<file path="src/rtl/ch0re_pipe_ctrl_if.sv">
// Bundle between the ch0re datapath and its pipeline control block.
// The datapath drives decode, redirect and freeze information (master); the control block answers with enables and selects (slave).
interface ch0re_pipe_ctrl_if #(
   parameter int XLEN    = 64,
   parameter int RADDR_W = 5,
   parameter int NSTAGES = 5,
   parameter int SELW    = $clog2(NSTAGES)
);
   logic                 i_freeze;
   logic [RADDR_W-1:0]   i_id_rs1;
   logic [RADDR_W-1:0]   i_id_rs2;
   logic                 i_id_use_rs1;
   logic                 i_id_use_rs2;
   logic [RADDR_W-1:0]   i_id_rd;
   logic                 i_id_wen;
   logic                 i_id_is_load;
   logic                 i_redirect;
   logic [XLEN-1:0]      i_redirect_pc;

   logic [XLEN-1:0]      o_pc;
   logic [NSTAGES-1:0]   o_stage_en;
   logic [NSTAGES-2:0]   o_stage_valid;
   logic                 o_load_use_stall;
   logic [SELW-1:0]      o_fwd_sel_rs1;
   logic [SELW-1:0]      o_fwd_sel_rs2;
   logic                 o_id_bypass_rs1;
   logic                 o_id_bypass_rs2;
   logic                 o_rf_wen;
   logic [RADDR_W-1:0]   o_rf_waddr;
   logic [63:0]          o_instret;

   modport master (
      output i_freeze, i_id_rs1, i_id_rs2, i_id_use_rs1, i_id_use_rs2,
             i_id_rd, i_id_wen, i_id_is_load, i_redirect, i_redirect_pc,
      input  o_pc, o_stage_en, o_stage_valid, o_load_use_stall,
             o_fwd_sel_rs1, o_fwd_sel_rs2, o_id_bypass_rs1, o_id_bypass_rs2,
             o_rf_wen, o_rf_waddr, o_instret
   );

   modport slave (
      input  i_freeze, i_id_rs1, i_id_rs2, i_id_use_rs1, i_id_use_rs2,
             i_id_rd, i_id_wen, i_id_is_load, i_redirect, i_redirect_pc,
      output o_pc, o_stage_en, o_stage_valid, o_load_use_stall,
             o_fwd_sel_rs1, o_fwd_sel_rs2, o_id_bypass_rs1, o_id_bypass_rs2,
             o_rf_wen, o_rf_waddr, o_instret
   );
endinterface

</file>
<file path="src/rtl/ch0re_pipe_ctrl.sv">
// Pipeline control for the ch0re in-order RV64I core.
// It owns the PC and the per-stage hazard scoreboard; the datapath keeps all payload data.
module ch0re_pipe_ctrl #(
   parameter int              NSTAGES    = 5,
   parameter int              XLEN       = 64,
   parameter int              RADDR_W    = 5,
   parameter logic [XLEN-1:0] RESET_PC   = 'h150,
   parameter int              LOAD_READY = 4
) (
   input  logic          clk,
   input  logic          rst_n,
   ch0re_pipe_ctrl_if.slave bus
);
   localparam int SELW = $clog2(NSTAGES);

   logic [XLEN-1:0]    pc_q;
   logic [63:0]        instret_q;
   logic [NSTAGES-1:1] valid_q;
   logic [RADDR_W-1:0] rd_q      [2:NSTAGES-1];
   logic               wen_q     [2:NSTAGES-1];
   logic               is_load_q [2:NSTAGES-1];
   logic [RADDR_W-1:0] ex_rs1_q;
   logic [RADDR_W-1:0] ex_rs2_q;
   logic               ex_use_rs1_q;
   logic               ex_use_rs2_q;

   logic [NSTAGES-1:2] writer;
   logic               load_use;
   logic               redirect_go;
   logic [SELW-1:0]    fwd_sel_rs1;
   logic [SELW-1:0]    fwd_sel_rs2;
   logic               fwd_load_rs1;
   logic               fwd_load_rs2;

   // R[1] carries only a valid bit: its rd/wen/load are decoded from its payload and arrive on i_id_*.
   always_comb begin
      writer = '0;
      for (int k = 2; k < NSTAGES; k++) begin
         writer[k] = valid_q[k] & wen_q[k] & (rd_q[k] != '0);
      end
   end

   // Loads still short of LOAD_READY cannot be forwarded, so a dependent ID instruction waits.
   always_comb begin
      load_use = 1'b0;
      for (int k = 2; k <= LOAD_READY - 2; k++) begin
         if (writer[k] && is_load_q[k] &&
             ((bus.i_id_use_rs1 && rd_q[k] == bus.i_id_rs1) ||
              (bus.i_id_use_rs2 && rd_q[k] == bus.i_id_rs2))) begin
            load_use = valid_q[1];
         end
      end
   end

   assign redirect_go = bus.i_redirect & ~bus.i_freeze;

   always_comb begin
      bus.o_stage_en = '1;
      if (bus.i_freeze) begin
         bus.o_stage_en = '0;
      end else if (!bus.i_redirect && load_use) begin
         bus.o_stage_en[1:0] = 2'b00;
      end
   end

   // Scanning from the oldest stage down leaves the youngest matching writer selected.
   always_comb begin
      fwd_sel_rs1  = '0;
      fwd_sel_rs2  = '0;
      fwd_load_rs1 = 1'b0;
      fwd_load_rs2 = 1'b0;
      for (int k = NSTAGES - 1; k >= 3; k--) begin
         if (valid_q[2] && ex_use_rs1_q && writer[k] && rd_q[k] == ex_rs1_q) begin
            fwd_sel_rs1  = SELW'(k);
            fwd_load_rs1 = is_load_q[k] && (k < LOAD_READY);
         end
         if (valid_q[2] && ex_use_rs2_q && writer[k] && rd_q[k] == ex_rs2_q) begin
            fwd_sel_rs2  = SELW'(k);
            fwd_load_rs2 = is_load_q[k] && (k < LOAD_READY);
         end
      end
   end

   assert property (@(posedge clk) disable iff (!rst_n) !(fwd_load_rs1 || fwd_load_rs2));

   always_ff @(posedge clk or negedge rst_n) begin
      if (!rst_n) begin
         pc_q         <= RESET_PC;
         instret_q    <= '0;
         valid_q      <= '0;
         ex_rs1_q     <= '0;
         ex_rs2_q     <= '0;
         ex_use_rs1_q <= 1'b0;
         ex_use_rs2_q <= 1'b0;
         for (int k = 2; k < NSTAGES; k++) begin
            rd_q[k]      <= '0;
            wen_q[k]     <= 1'b0;
            is_load_q[k] <= 1'b0;
         end
      end else if (!bus.i_freeze) begin
         instret_q <= instret_q + 64'(valid_q[NSTAGES-1]);
         for (int k = 3; k < NSTAGES; k++) begin
            valid_q[k]   <= valid_q[k-1];
            rd_q[k]      <= rd_q[k-1];
            wen_q[k]     <= wen_q[k-1];
            is_load_q[k] <= is_load_q[k-1];
         end
         if (redirect_go) begin
            pc_q       <= bus.i_redirect_pc;
            valid_q[1] <= 1'b0;
            valid_q[2] <= 1'b0;
         end else if (load_use) begin
            valid_q[2] <= 1'b0;
         end else begin
            pc_q         <= pc_q + XLEN'(4);
            valid_q[1]   <= 1'b1;
            valid_q[2]   <= valid_q[1];
            rd_q[2]      <= bus.i_id_rd;
            wen_q[2]     <= bus.i_id_wen;
            is_load_q[2] <= bus.i_id_is_load;
            ex_rs1_q     <= bus.i_id_rs1;
            ex_rs2_q     <= bus.i_id_rs2;
            ex_use_rs1_q <= bus.i_id_use_rs1;
            ex_use_rs2_q <= bus.i_id_use_rs2;
         end
      end
   end

   assign bus.o_pc             = pc_q;
   assign bus.o_instret        = instret_q;
   assign bus.o_stage_valid    = valid_q;
   assign bus.o_load_use_stall = load_use;
   assign bus.o_fwd_sel_rs1    = fwd_sel_rs1;
   assign bus.o_fwd_sel_rs2    = fwd_sel_rs2;
   assign bus.o_id_bypass_rs1  = writer[NSTAGES-1] & valid_q[1] & bus.i_id_use_rs1 &
                                 (rd_q[NSTAGES-1] == bus.i_id_rs1);
   assign bus.o_id_bypass_rs2  = writer[NSTAGES-1] & valid_q[1] & bus.i_id_use_rs2 &
                                 (rd_q[NSTAGES-1] == bus.i_id_rs2);
   assign bus.o_rf_wen         = writer[NSTAGES-1] & ~bus.i_freeze;
   assign bus.o_rf_waddr       = rd_q[NSTAGES-1];
endmodule

</file>
<file path="src/flat_wrapper.sv">
// flat-port wrapper written by rule: the top's interface ports become plain ports
module ch0re_pipe_ctrl_flat 
#(
   parameter int              NSTAGES    = 5,
   parameter int              XLEN       = 64,
   parameter int              RADDR_W    = 5,
   parameter logic [XLEN-1:0] RESET_PC   = 'h150,
   parameter int              LOAD_READY = 4
)
  (clk, rst_n, bus_i_freeze, bus_i_id_rs1, bus_i_id_rs2, bus_i_id_use_rs1, bus_i_id_use_rs2, bus_i_id_rd, bus_i_id_wen, bus_i_id_is_load, bus_i_redirect, bus_i_redirect_pc, bus_o_pc, bus_o_stage_en, bus_o_stage_valid, bus_o_load_use_stall, bus_o_fwd_sel_rs1, bus_o_fwd_sel_rs2, bus_o_id_bypass_rs1, bus_o_id_bypass_rs2, bus_o_rf_wen, bus_o_rf_waddr, bus_o_instret);
  ch0re_pipe_ctrl_if #(.XLEN(XLEN), .RADDR_W(RADDR_W), .NSTAGES(NSTAGES)) bus_i ();
  input  logic clk;
  input  logic rst_n;
  input wire logic [$bits(bus_i.i_freeze)-1:0] bus_i_freeze;
  input wire logic [$bits(bus_i.i_id_rs1)-1:0] bus_i_id_rs1;
  input wire logic [$bits(bus_i.i_id_rs2)-1:0] bus_i_id_rs2;
  input wire logic [$bits(bus_i.i_id_use_rs1)-1:0] bus_i_id_use_rs1;
  input wire logic [$bits(bus_i.i_id_use_rs2)-1:0] bus_i_id_use_rs2;
  input wire logic [$bits(bus_i.i_id_rd)-1:0] bus_i_id_rd;
  input wire logic [$bits(bus_i.i_id_wen)-1:0] bus_i_id_wen;
  input wire logic [$bits(bus_i.i_id_is_load)-1:0] bus_i_id_is_load;
  input wire logic [$bits(bus_i.i_redirect)-1:0] bus_i_redirect;
  input wire logic [$bits(bus_i.i_redirect_pc)-1:0] bus_i_redirect_pc;
  output wire logic [$bits(bus_i.o_pc)-1:0] bus_o_pc;
  output wire logic [$bits(bus_i.o_stage_en)-1:0] bus_o_stage_en;
  output wire logic [$bits(bus_i.o_stage_valid)-1:0] bus_o_stage_valid;
  output wire logic [$bits(bus_i.o_load_use_stall)-1:0] bus_o_load_use_stall;
  output wire logic [$bits(bus_i.o_fwd_sel_rs1)-1:0] bus_o_fwd_sel_rs1;
  output wire logic [$bits(bus_i.o_fwd_sel_rs2)-1:0] bus_o_fwd_sel_rs2;
  output wire logic [$bits(bus_i.o_id_bypass_rs1)-1:0] bus_o_id_bypass_rs1;
  output wire logic [$bits(bus_i.o_id_bypass_rs2)-1:0] bus_o_id_bypass_rs2;
  output wire logic [$bits(bus_i.o_rf_wen)-1:0] bus_o_rf_wen;
  output wire logic [$bits(bus_i.o_rf_waddr)-1:0] bus_o_rf_waddr;
  output wire logic [$bits(bus_i.o_instret)-1:0] bus_o_instret;
  assign bus_i.i_freeze = bus_i_freeze;
  assign bus_i.i_id_rs1 = bus_i_id_rs1;
  assign bus_i.i_id_rs2 = bus_i_id_rs2;
  assign bus_i.i_id_use_rs1 = bus_i_id_use_rs1;
  assign bus_i.i_id_use_rs2 = bus_i_id_use_rs2;
  assign bus_i.i_id_rd = bus_i_id_rd;
  assign bus_i.i_id_wen = bus_i_id_wen;
  assign bus_i.i_id_is_load = bus_i_id_is_load;
  assign bus_i.i_redirect = bus_i_redirect;
  assign bus_i.i_redirect_pc = bus_i_redirect_pc;
  assign bus_o_pc = bus_i.o_pc;
  assign bus_o_stage_en = bus_i.o_stage_en;
  assign bus_o_stage_valid = bus_i.o_stage_valid;
  assign bus_o_load_use_stall = bus_i.o_load_use_stall;
  assign bus_o_fwd_sel_rs1 = bus_i.o_fwd_sel_rs1;
  assign bus_o_fwd_sel_rs2 = bus_i.o_fwd_sel_rs2;
  assign bus_o_id_bypass_rs1 = bus_i.o_id_bypass_rs1;
  assign bus_o_id_bypass_rs2 = bus_i.o_id_bypass_rs2;
  assign bus_o_rf_wen = bus_i.o_rf_wen;
  assign bus_o_rf_waddr = bus_i.o_rf_waddr;
  assign bus_o_instret = bus_i.o_instret;
  ch0re_pipe_ctrl #(.NSTAGES(NSTAGES), .XLEN(XLEN), .RADDR_W(RADDR_W), .RESET_PC(RESET_PC), .LOAD_READY(LOAD_READY)) u_core (.clk(clk), .rst_n(rst_n), .bus(bus_i));
endmodule
</file>
<file path="config.mk">
export PLATFORM = sky130hd
export DESIGN_NAME = ch0re_pipe_ctrl_flat
export DESIGN_NICKNAME = d
export VERILOG_FILES = /design/src/rtl/ch0re_pipe_ctrl_if.sv /design/src/rtl/ch0re_pipe_ctrl.sv /design/src/flat_wrapper.sv
export SDC_FILE = /design/constraint.sdc
export NUM_CORES = 1
export LEC_CHECK = 0
export CAP_MARGIN = 5
export CORE_ASPECT_RATIO = 0.9
export CORE_MARGIN = 2
export CORE_UTILIZATION = 45
export CTS_CLUSTER_DIAMETER = 40
export DETAILED_ROUTE_END_ITERATION = 12
export GPL_TIMING_DRIVEN = 0
export PLACE_DENSITY = 0.78
export SKIP_CTS_REPAIR_TIMING = 1
export SLEW_MARGIN = 15
export SYNTH_ARGS = -nofsm -noshare
export SYNTH_HDL_FRONTEND = slang
export SYNTH_SLANG_ARGS = --single-unit
</file>
<file path="constraint.sdc">
create_clock -name clk -period 3.9 [get_ports clk]
set_input_delay 1.17 -clock clk [delete_from_list [all_inputs] [get_ports clk]]
set_output_delay 1.17 -clock clk [all_outputs]
set_load 0.01 [all_outputs]
</file>
# Word-level counts from Yosys, hierarchy flattened
# Cells that the tools add are included.
# word_totals
ff_bits	163
inputBits	87
output_inout_bits	152
elab_cells	77
# classes
add_sub_neg	2
n_eq_ne	9
muxes	13
bitwise	16
reduce_logical	22
# ops
op	count
two-way mux 64 bit	2
adder 64 x 1 -> 64 bit	1
adder 64 x 3 -> 64 bit, second input constant	1
== test 5 bit	8
logical AND 1 bit	15
two-way mux 3 bit	5
nonzero test 5 bit	3
bitwise AND 1 bit	13
two-way mux 2 bit	3
two-way mux 1 bit	3
inverter 1 bit	3
AND reduction 3 bit	1
!= test 2 bit, second input constant	1
AND reduction 2 bit	1
zero test 1 bit	1
logical OR 1 bit	1

# Logic depth before layout (Yosys ltp)
# logic_depth
depth_word	8
ltp_mapped	8
depth_no_buf	8

# Least setup slack after synthesis
# OpenSTA, ideal clock, no wires.
# synth_path
path_type	input -> output
startpoint	input bus_i_id_rs1[0]
endpoint	output bus_o_stage_en[1]
t_arrival_ns	2.806
required_time_ns	2.730
setup_slack_ns	-0.076
cell_stages	8
n_path_buf	3
path_cell_list	xnor2_1 nand4_1 o22ai_1 a41o_1 inv_1 clkbuf_1 clkbuf_1 buf_4
# synth_via
elab_chain_cells	8
# synth_rtl
item	line_no	text
from (decl)	flat_wrapper.sv:15	input wire logic [$bits(bus_i.i_id_rs1)-1:0] bus_i_id_rs1;
== test 5 bit	ch0re_pipe_ctrl.sv:48	((bus.i_id_use_rs1 && rd_q[k] == bus.i_id_rs1) ||
logical AND 1 bit	ch0re_pipe_ctrl.sv:48	
logical OR 1 bit	ch0re_pipe_ctrl.sv:48	
logical AND 1 bit	ch0re_pipe_ctrl.sv:47	if (writer[k] && is_load_q[k] &&
two-way mux 1 bit	ch0re_pipe_ctrl.sv:47	
logical AND 1 bit	ch0re_pipe_ctrl.sv:61	end else if (!bus.i_redirect && load_use) begin
two-way mux 2 bit	ch0re_pipe_ctrl.sv:61	
two-way mux 2 bit	ch0re_pipe_ctrl.sv:59	if (bus.i_freeze) begin
to (decl)	flat_wrapper.sv:25	output wire logic [$bits(bus_i.o_stage_en)-1:0] bus_o_stage_en;
# No other way between the ends.

# Final worst setup path
# Ends and elaborated chain as after synthesis.

==> metrics.yaml <==
cts:
  cts_tree: "done"
  clkTransAtPathRegs_ns: 0.08
  numCtsBuffers: 17
  cts_sinks: 163
  clock_latency_ns: 0.44
  htreeDepth: 4
  clk_path_buf_depth: 2
  cts_root_buffer: "clkbuf_16"
timing:
  clock_skew_ns: 0.0118
  drv_slew: 0
  tightestPinTransition_ns: 1.11
  layout_setup_ws_ns: -0.126
  relSlewSlack_pct: 25.1
  fmax_ghz: 0.248
  setup_violations: 2
  fin_crit_ns: 4.03
  timing_hold_violations_final: 0
  rsz0062_at_grt: "true"
  whs_ns: 0.490
  finalCritPeriodShare_pct: 103
yosys:
  synth_top_cell_area_share_pct: 44.5
  ys_types: 57
  async_flop_share_pct: 100
  yosysSeqAreaShare_pct: 45.4
  ys_ff_latch: 163
  synthTopCellsByArea: "dfrtp_1 (45%), nand2_1 (7.4%), xnor2_1 (5.7%)"
  syn_area_um2: 9000
  ys.flop_type: "dfrtp_1"
  synth_top_area_cell: "dfrtp_1"
  avgSynthCellArea_um2: 8.95
  synth-edff-count: 0
  syn_inst: 1005
  syn_nets: 1095
  yosys_warnings: 0
layout:
  regArea_um2: 4080
  fin_area_um2: 12500
  drive_gt1_share_pct: 8.23
  fill_cells: 1671
  multi_input_area_um2: 4640
  nets: 1365
  antenna_cells: 0
  fin_cells: 1543
  syn_to_final_growth_pct: 39.2
route:
  wl_per_cell_um: 20.1
  met1_length_mm: 12.9
  dr.pass1.iters: 5
  met3_length_mm: 3.00
  routed-wl-met2_mm: 14.1
  vias: 9236
  drt-initial-drc-count: 1052
  antenna_left: 0
  viasPerCell: 5.99
  remaining_drc_errors: 0
  top_layer: "met4"
  finalWirelength_mm: 31.1
pwr:
  power_density_nw_per_um2: 412
  power_mw: 5.16
  peakVddDrop_v: 0.000332
  power_leakage_nw: 5.30
worst_setup_path:
  worst_setup_path_end_kind: "primary output"
  crit_path_start_kind: "input pin"
  cp.required_ns: 2.73
  arrival_ns: 2.86
  max_stage_delay_ns: 0.29
  r2r_setup_slack_ns: 0.47
  path_max_fanout: 6
  startpoint: "bus_i_id_rs1[0]"
  rr_worst_depth: 7
  r2r-start: "u_core.bus.o_pc[2]$_DFFE_PN0P_"
  criticalPathCategory: "in2out"
  path_common_cell: "buf_4"
  critical_path.cell_chain: "clkbuf_2 > xnor2_1 > nand4_1 > o22ai_4 > a41o_4 > clkinvlp_4 > buf_8 > buf_4 > buf_4"
  crit_slowest_cell: "a41o_4"
  r2r_end: "u_core.bus.o_pc[46]$_DFFE_PN0P_"
hold_path:
  holdPathStages: 2
  worstHoldEndpoint: "u_core.bus.o_pc[0]$_DFFE_PN0P_"
  min_path_type: "reg2reg"
  min-delay-start: "u_core.bus.o_pc[0]$_DFFE_PN0P_"
grt:
  grtUsageTotal_pct: 28.7
  grt_max_degree: 83
  grt_pass1_vias: 8685
  grt.overflow.total: 0
  antenna_found_initial: 0
  grt_first_pass_wirelength_mm: 48.4
floorplan:
  die-area_um2: 21100
  ios: 239
  die_x_um: 153
  start_util_pct: 45.4
  die_y_um: 138
  fp-row-count: 49
  coreArea_um2: 19800
placed_design:
  pre_cts_ws_ns: -1.64
  place.gp.congestion: 0.939
  dp_hpwl_mm: 22.7
  dp_cells: 1499
  place_area_um2: 11700
  io_buffers: 238
status:
  failed_checks: "negative setup slack"
  status: "finished, violations left"
job:
  maxCapViolCount: 0
-- cell families after synthesis --
kind of cell	share of synthesized area [%]
simple gates	24.7
compound gates	13.3
flops	45.4
xor+xnor	9.93
buf+inv	3.59
mux	2.68
fa+ha+maj	0.417
-- power breakdown --
part | switching (mW) | internal [mW] | total, mW
logic | 0.598 | 0.645 | 1.24
registers | 0.309 | 1.89 | 2.20
clock network | 0.847 | 0.869 | 1.72
total | 1.75 | 3.41 | 5.16
-- sequential cells by signal, indices dropped and copies added, names as in the netlist, 3 cells and up --
register,count
u_core.bus.o_instret,64
u_core.bus.o_pc,64
u_core.bus.o_rf_waddr,5
u_core.bus.o_stage_valid,4
u_core.ex_rs1_q,5
u_core.ex_rs2_q,5
u_core.rd_q,10
u_core.wen_q,3
-- worst max-delay path: cells and delay by family --
family | cells | cell delay, ns
and+or+nand+nor | 1 | 0.19
xor gates and xnor gates | 1 | 0.22
buffers and inverters | 5 | 0.72
AOI/OAI and AO/OA | 2 | 0.55
-- routing by layer --
metal  GRT usage (%)  vias up
li1                -     4180
met1            40.5     4429
met2            43.5      548
met3            6.36       79
met4            10.5        0
met5               0        -
-- synth_stat cells, drive strengths merged (12+ instances only) --
master / number
nor3: 18
and4: 20
xnor2: 59
xor2: 43
a21oi: 67
and3: 17
o22ai: 25
o21ai: 35
nor4: 23
nand2: 178
nand3: 49
dfrtp: 160
buf: 14
clkbuf: 43
nand4: 55
inv: 19
nor2: 53
mux2: 17
a22oi: 12
-- layout by cell type, fill, tap and decap left out, drive strengths merged, types with 18 or more instances in the layout --
cell,instances
o22ai,25
nand4,55
and4,20
nor4,23
nand3,49
clkbuf,59
buf,35
a21oi,67
nand2,178
xnor2,59
clkdlybuf4s50,218
inv,23
nor3,18
dfrtp,160
nor2,53
o21ai,35
xor2,43
-- final cells by class --
cell class	instances	share of cell area (%)
buffer	55	2.07
clock buffer	17	3.40
clock inverter	15	1.49
inverter	19	0.630
multi-input combinational	766	37.1
sequential	163	32.6
tap	255	2.55
timing repair buffer	253	20.2
-- worst max path at each step --
stage | endpoint | slack (ns) | depth (start not counted)
after floorplan | bus_o_stage_en[1] | 0.05 | 8
after global placement | u_core.bus.o_pc[12]$_DFFE_PN0P_ | -5.13 | 1
after detailed placement | bus_o_stage_en[1] | -1.64 | 10
after CTS | bus_o_stage_en[1] | -1.66 | 10
after global routing | bus_o_stage_en[1] | -0.21 | 9
final | bus_o_stage_en[1] | -0.13 | 9
-- metrics by stage --
stage	util, %	setup TNS (ns)
3_5_place_dp	59.3	-15.63
3_3_place_gp	59.1	-841.07
5_1_grt	63.2	-0.330
4_1_cts	62.4	-6.22
6_report	63.2	-0.166
2_1_floorplan	-	0
Power figures use the tool's default switching activity.
